**src/rtl/sd_regbank_pkg.sv**
```systemverilog
// ---------------------------------------------------------------------------
// sd_regbank_pkg
// Shared definitions for the SD controller host register bank:
//   - byte offsets of every register (same values as sd_defines.h)
//   - default parameter values and fixed controller register widths
//   - reg_id_e: decoded word index (byte offset >> 2)
//   - nbytes(): number of byte lanes covering a register of a given width
// ---------------------------------------------------------------------------
package sd_regbank_pkg;

    localparam logic [7:0] ADDR_ARGUMENT     = 8'h00;
    localparam logic [7:0] ADDR_COMMAND      = 8'h04;
    localparam logic [7:0] ADDR_RESP0        = 8'h08;
    localparam logic [7:0] ADDR_RESP1        = 8'h0C;
    localparam logic [7:0] ADDR_RESP2        = 8'h10;
    localparam logic [7:0] ADDR_RESP3        = 8'h14;
    localparam logic [7:0] ADDR_DATA_TIMEOUT = 8'h18;
    localparam logic [7:0] ADDR_CONTROLLER   = 8'h1C;
    localparam logic [7:0] ADDR_CMD_TIMEOUT  = 8'h20;
    localparam logic [7:0] ADDR_CLOCK_D      = 8'h24;
    localparam logic [7:0] ADDR_RESET        = 8'h28;
    localparam logic [7:0] ADDR_VOLTAGE      = 8'h2C;
    localparam logic [7:0] ADDR_CAPA         = 8'h30;
    localparam logic [7:0] ADDR_CMD_ISR      = 8'h34;
    localparam logic [7:0] ADDR_CMD_ISER     = 8'h38;
    localparam logic [7:0] ADDR_DATA_ISR     = 8'h3C;
    localparam logic [7:0] ADDR_DATA_ISER    = 8'h40;
    localparam logic [7:0] ADDR_BLKSIZE      = 8'h44;
    localparam logic [7:0] ADDR_BLKCNT       = 8'h48;
    localparam logic [7:0] ADDR_DST_SRC_ADDR = 8'h60;

    localparam int DEF_DATA_W     = 32;
    localparam int DEF_ADDR_W     = 7;
    localparam int DEF_INT_CMD_W  = 5;
    localparam int DEF_INT_DATA_W = 3;
    localparam int DEF_BLKSIZE_W  = 12;
    localparam int DEF_BLKCNT_W   = 16;

    localparam int ARG_W          = 32;
    localparam int CMD_REG_W      = 14;
    localparam int CMD_TIMEOUT_W  = 24;
    localparam int DATA_TIMEOUT_W = 24;
    localparam int CTRL_W         = 16;
    localparam int CLKDIV_W       = 8;
    localparam int DMA_ADDR_W     = 32;

    localparam logic [31:0] SUPPLY_VOLTAGE_mV = 32'd3300;

    typedef enum logic [4:0] {
        REG_ARGUMENT     = ADDR_ARGUMENT[6:2],
        REG_COMMAND      = ADDR_COMMAND[6:2],
        REG_RESP0        = ADDR_RESP0[6:2],
        REG_RESP1        = ADDR_RESP1[6:2],
        REG_RESP2        = ADDR_RESP2[6:2],
        REG_RESP3        = ADDR_RESP3[6:2],
        REG_DATA_TIMEOUT = ADDR_DATA_TIMEOUT[6:2],
        REG_CONTROLLER   = ADDR_CONTROLLER[6:2],
        REG_CMD_TIMEOUT  = ADDR_CMD_TIMEOUT[6:2],
        REG_CLOCK_D      = ADDR_CLOCK_D[6:2],
        REG_RESET        = ADDR_RESET[6:2],
        REG_VOLTAGE      = ADDR_VOLTAGE[6:2],
        REG_CAPA         = ADDR_CAPA[6:2],
        REG_CMD_ISR      = ADDR_CMD_ISR[6:2],
        REG_CMD_ISER     = ADDR_CMD_ISER[6:2],
        REG_DATA_ISR     = ADDR_DATA_ISR[6:2],
        REG_DATA_ISER    = ADDR_DATA_ISER[6:2],
        REG_BLKSIZE      = ADDR_BLKSIZE[6:2],
        REG_BLKCNT       = ADDR_BLKCNT[6:2],
        REG_DST_SRC_ADDR = ADDR_DST_SRC_ADDR[6:2]
    } reg_id_e;

    function automatic int nbytes(input int w);
        return (w + 7) / 8;
    endfunction

endpackage

```
**src/rtl/sd_lane_reg.sv**
```systemverilog
// ---------------------------------------------------------------------------
// sd_lane_reg
// One configuration register of width W with per-byte write enables and an
// asynchronous, active-high reset to RST_VAL.
// Ports:
//   clk, rst  : clock, async active-high reset
//   wr        : register selected for write this cycle
//   bmask     : byte enables, bit k covers q[8k+7:8k] (top byte may be partial)
//   d         : write data, already aligned to register byte positions
//   q         : register contents
// ---------------------------------------------------------------------------
module sd_lane_reg #(
    parameter int           W       = 8,
    parameter logic [W-1:0] RST_VAL = '0
) (
    input  logic                   clk,
    input  logic                   rst,
    input  logic                   wr,
    input  logic [(W+7)/8-1:0]     bmask,
    input  logic [W-1:0]           d,
    output logic [W-1:0]           q
);

    localparam int NB = (W + 7) / 8;

    for (genvar k = 0; k < NB; k++) begin : g_byte
        localparam int LO = k * 8;
        localparam int HI = (LO + 8 > W) ? W - 1 : LO + 7;

        logic [HI-LO:0] r;

        always_ff @(posedge clk or posedge rst) begin
            if (rst) begin
                r <= RST_VAL[HI:LO];
            end else if (wr && bmask[k]) begin
                r <= d[HI:LO];
            end
        end

        assign q[HI:LO] = r;
    end

endmodule

```
**src/rtl/sd_ctrl_regbank.sv**
```systemverilog
// ---------------------------------------------------------------------------
// sd_ctrl_regbank
// Host-side register bank of the SD card controller. Byte-enabled
// request/acknowledge bus (one access per two cycles), registered read data,
// sticky write-1-to-clear interrupt status, and cmd_start / cmd_int_rst /
// data_int_rst strobes for the command and data master FSMs.
//
// Build option: SD_REGBANK_RDBACK_EN - when defined, the write-only
// configuration registers read back their contents; otherwise they read 0.
//
// Ports:
//   clk, rst                 : clock, async active-high reset
//   req, we, addr, be, wdata : host access (held stable until ack)
//   ack, rdata               : one-cycle completion pulse, read data
//   resp0..resp3             : read-only response words
//   cmd_int_evt/data_int_evt : interrupt set pulses
//   argument .. dma_addr     : configuration register outputs
//   cmd_int_status, data_int_status : sticky interrupt status
//   cmd_start, cmd_int_rst, data_int_rst : one-cycle strobes
//   cmd_irq, data_irq        : masked interrupt requests
// ---------------------------------------------------------------------------
module sd_ctrl_regbank
    import sd_regbank_pkg::*;
#(
    parameter int DATA_W           = DEF_DATA_W,
    parameter int ADDR_W           = DEF_ADDR_W,
    parameter int INT_CMD_W        = DEF_INT_CMD_W,
    parameter int INT_DATA_W       = DEF_INT_DATA_W,
    parameter int BLKSIZE_W        = DEF_BLKSIZE_W,
    parameter int BLKCNT_W         = DEF_BLKCNT_W,
    parameter int RESET_BLOCK_SIZE = 511
) (
    input  logic                      clk,
    input  logic                      rst,
    input  logic                      req,
    input  logic                      we,
    input  logic [ADDR_W-1:0]         addr,
    input  logic [DATA_W/8-1:0]       be,
    input  logic [DATA_W-1:0]         wdata,
    output logic                      ack,
    output logic [DATA_W-1:0]         rdata,
    input  logic [31:0]               resp0,
    input  logic [31:0]               resp1,
    input  logic [31:0]               resp2,
    input  logic [31:0]               resp3,
    input  logic [INT_CMD_W-1:0]      cmd_int_evt,
    input  logic [INT_DATA_W-1:0]     data_int_evt,
    output logic [ARG_W-1:0]          argument,
    output logic [CMD_REG_W-1:0]      command,
    output logic                      sw_reset,
    output logic [CMD_TIMEOUT_W-1:0]  cmd_timeout,
    output logic [DATA_TIMEOUT_W-1:0] data_timeout,
    output logic [BLKSIZE_W-1:0]      block_size,
    output logic [CTRL_W-1:0]         ctrl_setting,
    output logic [INT_CMD_W-1:0]      cmd_int_en,
    output logic [CLKDIV_W-1:0]       clock_div,
    output logic [BLKCNT_W-1:0]       block_count,
    output logic [DMA_ADDR_W-1:0]     dma_addr,
    output logic [INT_CMD_W-1:0]      cmd_int_status,
    output logic [INT_DATA_W-1:0]     data_int_status,
    output logic                      cmd_start,
    output logic                      cmd_int_rst,
    output logic                      data_int_rst,
    output logic                      cmd_irq,
    output logic                      data_irq
);

    localparam int NB = DATA_W / 8;

    logic                  accept;
    logic [ADDR_W-3:0]     widx_full;
    logic                  hit;
    reg_id_e               reg_id;
    logic                  wr_cmn;
    logic [3:0]            wmask;
    logic [31:0]           wword;
    logic [31:0]           rword;
    logic [DATA_W-1:0]     rd_lanes;
    logic [NB-1:0]         lane_ok;
    logic [1:0]            lane_byte [NB];
    logic [INT_CMD_W-1:0]  cmd_clr;
    logic [INT_DATA_W-1:0] data_clr;
    logic [INT_DATA_W-1:0] data_int_en;

    assign accept    = req & ~ack;
    assign widx_full = addr[ADDR_W-1:2];
    // Word indices beyond the 32-entry map never select a register.
    assign hit       = (widx_full >> 5) == '0;
    assign reg_id    = reg_id_e'(widx_full[4:0]);
    assign wr_cmn    = accept & we & hit;

    // Lane i lands on register byte addr[1:0]+i; lanes past byte 3 drop out.
    for (genvar i = 0; i < NB; i++) begin : g_lane
        logic [2:0] bsum;
        assign bsum         = {1'b0, addr[1:0]} + 3'(i);
        assign lane_ok[i]   = be[i] & ~bsum[2];
        assign lane_byte[i] = bsum[1:0];
    end

    always_comb begin
        wmask = '0;
        wword = '0;
        for (int i = 0; i < NB; i++) begin
            if (lane_ok[i]) begin
                wmask[lane_byte[i]]                = 1'b1;
                wword[{lane_byte[i], 3'b000} +: 8] = wdata[i*8 +: 8];
            end
        end
    end

    always_comb begin
        rd_lanes = '0;
        for (int i = 0; i < NB; i++) begin
            if (lane_ok[i]) begin
                rd_lanes[i*8 +: 8] = rword[{lane_byte[i], 3'b000} +: 8];
            end
        end
    end

    sd_lane_reg #(.W(ARG_W), .RST_VAL('0)) u_argument (
        .clk(clk), .rst(rst), .wr(wr_cmn && reg_id == REG_ARGUMENT),
        .bmask(wmask[nbytes(ARG_W)-1:0]), .d(wword[ARG_W-1:0]), .q(argument));

    sd_lane_reg #(.W(CMD_REG_W), .RST_VAL('0)) u_command (
        .clk(clk), .rst(rst), .wr(wr_cmn && reg_id == REG_COMMAND),
        .bmask(wmask[nbytes(CMD_REG_W)-1:0]), .d(wword[CMD_REG_W-1:0]), .q(command));

    sd_lane_reg #(.W(1), .RST_VAL('0)) u_sw_reset (
        .clk(clk), .rst(rst), .wr(wr_cmn && reg_id == REG_RESET),
        .bmask(wmask[0:0]), .d(wword[0:0]), .q(sw_reset));

    sd_lane_reg #(.W(CMD_TIMEOUT_W), .RST_VAL('0)) u_cmd_timeout (
        .clk(clk), .rst(rst), .wr(wr_cmn && reg_id == REG_CMD_TIMEOUT),
        .bmask(wmask[nbytes(CMD_TIMEOUT_W)-1:0]), .d(wword[CMD_TIMEOUT_W-1:0]),
        .q(cmd_timeout));

    sd_lane_reg #(.W(DATA_TIMEOUT_W), .RST_VAL('0)) u_data_timeout (
        .clk(clk), .rst(rst), .wr(wr_cmn && reg_id == REG_DATA_TIMEOUT),
        .bmask(wmask[nbytes(DATA_TIMEOUT_W)-1:0]), .d(wword[DATA_TIMEOUT_W-1:0]),
        .q(data_timeout));

    sd_lane_reg #(.W(BLKSIZE_W), .RST_VAL(BLKSIZE_W'(RESET_BLOCK_SIZE))) u_block_size (
        .clk(clk), .rst(rst), .wr(wr_cmn && reg_id == REG_BLKSIZE),
        .bmask(wmask[nbytes(BLKSIZE_W)-1:0]), .d(wword[BLKSIZE_W-1:0]), .q(block_size));

    sd_lane_reg #(.W(CTRL_W), .RST_VAL('0)) u_ctrl_setting (
        .clk(clk), .rst(rst), .wr(wr_cmn && reg_id == REG_CONTROLLER),
        .bmask(wmask[nbytes(CTRL_W)-1:0]), .d(wword[CTRL_W-1:0]), .q(ctrl_setting));

    sd_lane_reg #(.W(INT_CMD_W), .RST_VAL('0)) u_cmd_int_en (
        .clk(clk), .rst(rst), .wr(wr_cmn && reg_id == REG_CMD_ISER),
        .bmask(wmask[nbytes(INT_CMD_W)-1:0]), .d(wword[INT_CMD_W-1:0]), .q(cmd_int_en));

    sd_lane_reg #(.W(INT_DATA_W), .RST_VAL('0)) u_data_int_en (
        .clk(clk), .rst(rst), .wr(wr_cmn && reg_id == REG_DATA_ISER),
        .bmask(wmask[nbytes(INT_DATA_W)-1:0]), .d(wword[INT_DATA_W-1:0]), .q(data_int_en));

    sd_lane_reg #(.W(CLKDIV_W), .RST_VAL('0)) u_clock_div (
        .clk(clk), .rst(rst), .wr(wr_cmn && reg_id == REG_CLOCK_D),
        .bmask(wmask[nbytes(CLKDIV_W)-1:0]), .d(wword[CLKDIV_W-1:0]), .q(clock_div));

    sd_lane_reg #(.W(BLKCNT_W), .RST_VAL('0)) u_block_count (
        .clk(clk), .rst(rst), .wr(wr_cmn && reg_id == REG_BLKCNT),
        .bmask(wmask[nbytes(BLKCNT_W)-1:0]), .d(wword[BLKCNT_W-1:0]), .q(block_count));

    sd_lane_reg #(.W(DMA_ADDR_W), .RST_VAL('0)) u_dma_addr (
        .clk(clk), .rst(rst), .wr(wr_cmn && reg_id == REG_DST_SRC_ADDR),
        .bmask(wmask[nbytes(DMA_ADDR_W)-1:0]), .d(wword[DMA_ADDR_W-1:0]), .q(dma_addr));

    // Read word before lane selection; all register fields zero-extended.
    always_comb begin
        rword = '0;
        if (hit) begin
            case (reg_id)
                REG_RESP0:        rword = resp0;
                REG_RESP1:        rword = resp1;
                REG_RESP2:        rword = resp2;
                REG_RESP3:        rword = resp3;
                REG_VOLTAGE:      rword = SUPPLY_VOLTAGE_mV;
                REG_CAPA:         rword = '0;
                REG_CMD_ISR:      rword = 32'(cmd_int_status);
                REG_DATA_ISR:     rword = 32'(data_int_status);
`ifdef SD_REGBANK_RDBACK_EN
                REG_ARGUMENT:     rword = 32'(argument);
                REG_COMMAND:      rword = 32'(command);
                REG_RESET:        rword = 32'(sw_reset);
                REG_CMD_TIMEOUT:  rword = 32'(cmd_timeout);
                REG_DATA_TIMEOUT: rword = 32'(data_timeout);
                REG_BLKSIZE:      rword = 32'(block_size);
                REG_CONTROLLER:   rword = 32'(ctrl_setting);
                REG_CMD_ISER:     rword = 32'(cmd_int_en);
                REG_DATA_ISER:    rword = 32'(data_int_en);
                REG_CLOCK_D:      rword = 32'(clock_div);
                REG_BLKCNT:       rword = 32'(block_count);
                REG_DST_SRC_ADDR: rword = 32'(dma_addr);
`endif
                default:          rword = '0;
            endcase
        end
    end

    // Write-1-to-clear masks; status bits live in register byte 0.
    assign cmd_clr  = (wr_cmn && reg_id == REG_CMD_ISR && wmask[0])
                      ? wword[INT_CMD_W-1:0] : '0;
    assign data_clr = (wr_cmn && reg_id == REG_DATA_ISR && wmask[0])
                      ? wword[INT_DATA_W-1:0] : '0;

    always_ff @(posedge clk or posedge rst) begin
        if (rst) begin
            ack             <= 1'b0;
            rdata           <= '0;
            cmd_start       <= 1'b0;
            cmd_int_rst     <= 1'b0;
            data_int_rst    <= 1'b0;
            cmd_int_status  <= '0;
            data_int_status <= '0;
        end else begin
            ack             <= accept;
            rdata           <= (accept && !we) ? rd_lanes : '0;
            cmd_start       <= wr_cmn && reg_id == REG_ARGUMENT && wmask[3];
            cmd_int_rst     <= wr_cmn && reg_id == REG_CMD_ISR;
            data_int_rst    <= wr_cmn && reg_id == REG_DATA_ISR;
            // Event OR'd in after the clear so a simultaneous set wins.
            cmd_int_status  <= (cmd_int_status & ~cmd_clr) | cmd_int_evt;
            data_int_status <= (data_int_status & ~data_clr) | data_int_evt;
        end
    end

    assign cmd_irq  = |(cmd_int_status & cmd_int_en);
    assign data_irq = |(data_int_status & data_int_en);

endmodule
```
**config.mk**
```make
export PLATFORM = sky130hd
export DESIGN_NAME = sd_ctrl_regbank
export DESIGN_NICKNAME = d
export VERILOG_FILES = /design/src/rtl/sd_regbank_pkg.sv /design/src/rtl/sd_lane_reg.sv /design/src/rtl/sd_ctrl_regbank.sv
export SDC_FILE = /design/constraint.sdc
export NUM_CORES = 1
export LEC_CHECK = 0
export BUFFER_PORTS_ARGS = -buffer_cell sky130_fd_sc_hd__buf_4
export CAP_MARGIN = 20
export CORE_MARGIN = 2
export CORE_UTILIZATION = 30
export CTS_BUF_LIST = sky130_fd_sc_hd__clkbuf_8
export CTS_CLUSTER_DIAMETER = 100
export CTS_CLUSTER_SIZE = 25
export DETAILED_ROUTE_END_ITERATION = 10
export SLEW_MARGIN = 20
export SYNTH_ARGS = -nofsm -noshare
export SYNTH_HDL_FRONTEND = slang
export SYNTH_SLANG_ARGS = --single-unit
```
**constraint.sdc**
```tcl
create_clock -name clk -period 8.7 [get_ports clk]
set_clock_uncertainty 0.15 [all_clocks]
set_input_delay 0.435 -clock clk [delete_from_list [all_inputs] [get_ports clk]]
set_output_delay 0.435 -clock clk [all_outputs]
set_load 0.03 [all_outputs]
```
==> flow_metrics.env <==
export IMPL_fillers=3953
export IMPL_syn_inst=1227
export IMPL_report_final_setup_viol=0
export IMPL_register_area_sq_um=5790
export IMPL_antenna_found_initial=1
export IMPL_crit_path_end_kind="register"
export IMPL_ys_async_sr_fraction_pct=100
export IMPL_crit_type="input pin to register"
export IMPL_post_cts_buffers=0
export IMPL_fp_dieW_microns=203
export IMPL_slowest_delay_ps=780
export IMPL_diodes=0
export IMPL_wire_per_inst_microns=23.0
export IMPL_grt_first_pass_wirelength_microns=72000
export IMPL_tightest_slew_ps=1050
export IMPL_io_pins=413
export IMPL_dieHeight_microns=203
export IMPL_grt_start_max_net_pins=95
export IMPL_worstPathMaxFanout=41
export IMPL_overflow=0
export IMPL_hpwl_microns=36700
export IMPL_syn_area_per_cell_sq_um=9.70
export IMPL_setup_tns_final_ps=0
export IMPL_yosys_warnings=0
export IMPL_drc=0
export IMPL_area_delta_synth_final_pct=31.6
export IMPL_ys_types=85
export IMPL_cp_required_ps=9000
export IMPL_outcome="finished clean"
export IMPL_ys_ff_latch=231
export IMPL_synthFlopType="dfrtp_1"
export IMPL_whs_ps=167
export IMPL_vias=11300
export IMPL_clk_pin_slew_ps=140
export IMPL_power_density_nw_per_um2=124
export IMPL_finalCriticalPeriod_ps=3550
export IMPL_cts_tree="done"
export IMPL_fin_nets=1774
export IMPL_netlist_area_sq_um=11900
export IMPL_cp_start_kind="input pin"
export IMPL_crit_family="simple AND/OR/NAND/NOR gates"
export IMPL_cts_buffers_inserted=14
export IMPL_arrival_ps=3850
export IMPL_peakVddDrop_mv=0.129
export IMPL_hold_viol=0
export IMPL_cts_sinks=231
export IMPL_drt_first_pass_iters=6
export IMPL_rows=72
export IMPL_maxCapViolCount=0
export IMPL_final_common_cell="buf_4"
export IMPL_critical_path_slowest_cell="nor4bb_2"
export IMPL_clock_fmax_ghz=0.282
export IMPL_initialDrtViolationCount=934
export IMPL_worst_path_buf_inv=2
export IMPL_rsz0062_at_grt="no"
export IMPL_postRouteAntennaNets=0
export IMPL_hp_class="input pin to register"
export IMPL_p_leak_nw=7.56
export IMPL_layout_common_cells="buf_4, dfrtp_1, nand2_1"
export IMPL_fin_crit_sh_pct=40.8
export IMPL_port_buffers=412
export IMPL_clk_path_buf_depth=3
export IMPL_crit_chain="buf_4 > inv_2 > ha_1 > nor4bb_2 > a311oi_1 > a211o_1 > nand2b_1 > a21o_1"
export IMPL_final_max_slew_violation_count=0
export IMPL_multi_input_area_sq_um=5620
export IMPL_cts_root_buf="clkbuf_8"
export IMPL_htree_levels=1
export IMPL_grt_usage_pct=22.7
export IMPL_ys_seq_area_share_pct=48.6
export IMPL_maxSlewHeadroom_pct=29.5
export IMPL_die_area_sq_um=41300
export IMPL_first_global_vias=11100
export IMPL_vias_per_cell=5.34
export IMPL_syn_nets=1418
export IMPL_drt_total_wl_microns=48400
export IMPL_core_sq_um=38900
export IMPL_synth_edf_count=0
export IMPL_drive_gt1_share_pct=35.1
export IMPL_worst_skew_pair_late_latency_ps=550
export IMPL_initial_utilization_pct=30.6
export IMPL_gp_congestion=0.904
==> layout make-up <==
cell class,instances,area share (%)
timing repair buffer,431,20.8
multi-input combinational,892,35.9
inverter,13,0.359
clock inverter,8,0.447
sequential,231,37.0
clock buffer,16,1.41
tap,518,4.14
==> metrics by stage <==
stage / util, % / instance area [sq um] / setup WS [ps] / total power [mW] / std cells
finish: 40.3 / 15700 / 5150 / 1.95 / 2109
global route: 40.3 / 15700 / 5020 / 2.02 / 2109
CTS: 40.2 / 15600 / 5000 / 1.96 / 2108
detailed placement: 39.2 / 15300 / 4400 / 1.40 / 2074
global placement: 39.2 / 15300 / 4540 / 1.39 / 2074
floorplan: - / 11900 / 1800 / 1.25 / 1227
==> worst paths after layout <==
| check | start | to | slack [ps] | cells after the start |
|---|---|---|---|---|
| max | addr[0] | data_int_status[2] | 5150 | 8 |
| min | resp2[10] | rdata[2] | 170 | 3 |
| max reg2reg | ack | u_argument.g_byte[3].r[0] | 6260 | 4 |
| min reg2reg | u_block_size.g_byte[1].r[0] | u_block_size.g_byte[1].r[0] | 330 | 2 |
| max in group asynchronous | rst | rdata[30] | 6650 | 4 |
| min in group asynchronous | rst | u_argument.g_byte[0].r[7] | 360 | 3 |
==> power by group <==
group          leakage, nW  switching, mW  internal (mW)
registers             3.15        0.00531           1.08
clock network        0.162          0.378          0.184
logic                 4.24          0.184          0.112
total                 7.55          0.568           1.38
==> state kept, by name, indices dropped and copies added (netlist names), 3 cells and up <==
signal                   count
cmd_int_status               5
u_dma_addr.g_byte.r         32
u_data_timeout.g_byte.r     24
u_data_int_en.q              3
u_block_size.g_byte.r       12
data_int_status              3
u_ctrl_setting.g_byte.r     16
u_cmd_timeout.g_byte.r      24
rdata                       32
u_argument.g_byte.r         32
u_block_count.g_byte.r      16
u_command.g_byte.r          14
u_clock_div.q                8
u_cmd_int_en.q               5
==> tightest hold or removal path: stages <==
cell	delay (ps)
buf_4	80
a2111o_1	130
a32o_1	180
==> synth_stat cells, drive strengths merged (10+ instances only) <==
library cell	n	area share, %
and3	50	2.6
nor2b	12	0.63
a21o	33	2.1
nand4	38	2.0
a31o	13	0.96
nand2	182	5.7
nor2	34	1.1
clkbuf	20	0.65
dfrtp	222	47
nand3	95	4.0
mux2i	17	1.4
o21ai	149	6.5
inv	13	0.41
mux2	53	5.0
a21oi	31	1.3
buf	71	3.3
a221oi	10	0.79
o22ai	15	0.79
a31oi	13	0.68
==> cells by family (layout without fill, tap and decap cells) <==
| kind of cell | Yosys count | count (layout) | share of synthesized area [%] |
|---|---|---|---|
| adders and majority gates | 8 | 8 | 0.841 |
| buffers and inverters | 104 | 468 | 4.38 |
| DFF | 231 | 231 | 48.6 |
| and+or+nand+nor | 491 | 491 | 22.1 |
| muxes | 70 | 70 | 6.44 |
| AOI/OAI and AO/OA | 323 | 323 | 17.6 |
==> timing repair <==
item | 4_1_cts | 5_1_grt
hold buffers | 10 | 0
hold endpoints to repair | 98 | 0
resized for setup | 0 | 0
==> routing by layer <==
| layer | GRT usage [%] | share of wire (%) | wire length (microns) | vias to the layer above |
|---|---|---|---|---|
| li1 | - | - | - | 5207 |
| met1 | 30.3 | 42 | 20200 | 5474 |
| met2 | 37.3 | 47 | 22800 | 501 |
| met3 | 5.27 | 8.5 | 4120 | 70 |
| met4 | 5.42 | 2.7 | 1300 | 2 |
| met5 | 0 | 0.027 | 13 | - |
Power figures use the tool's default switching activity.
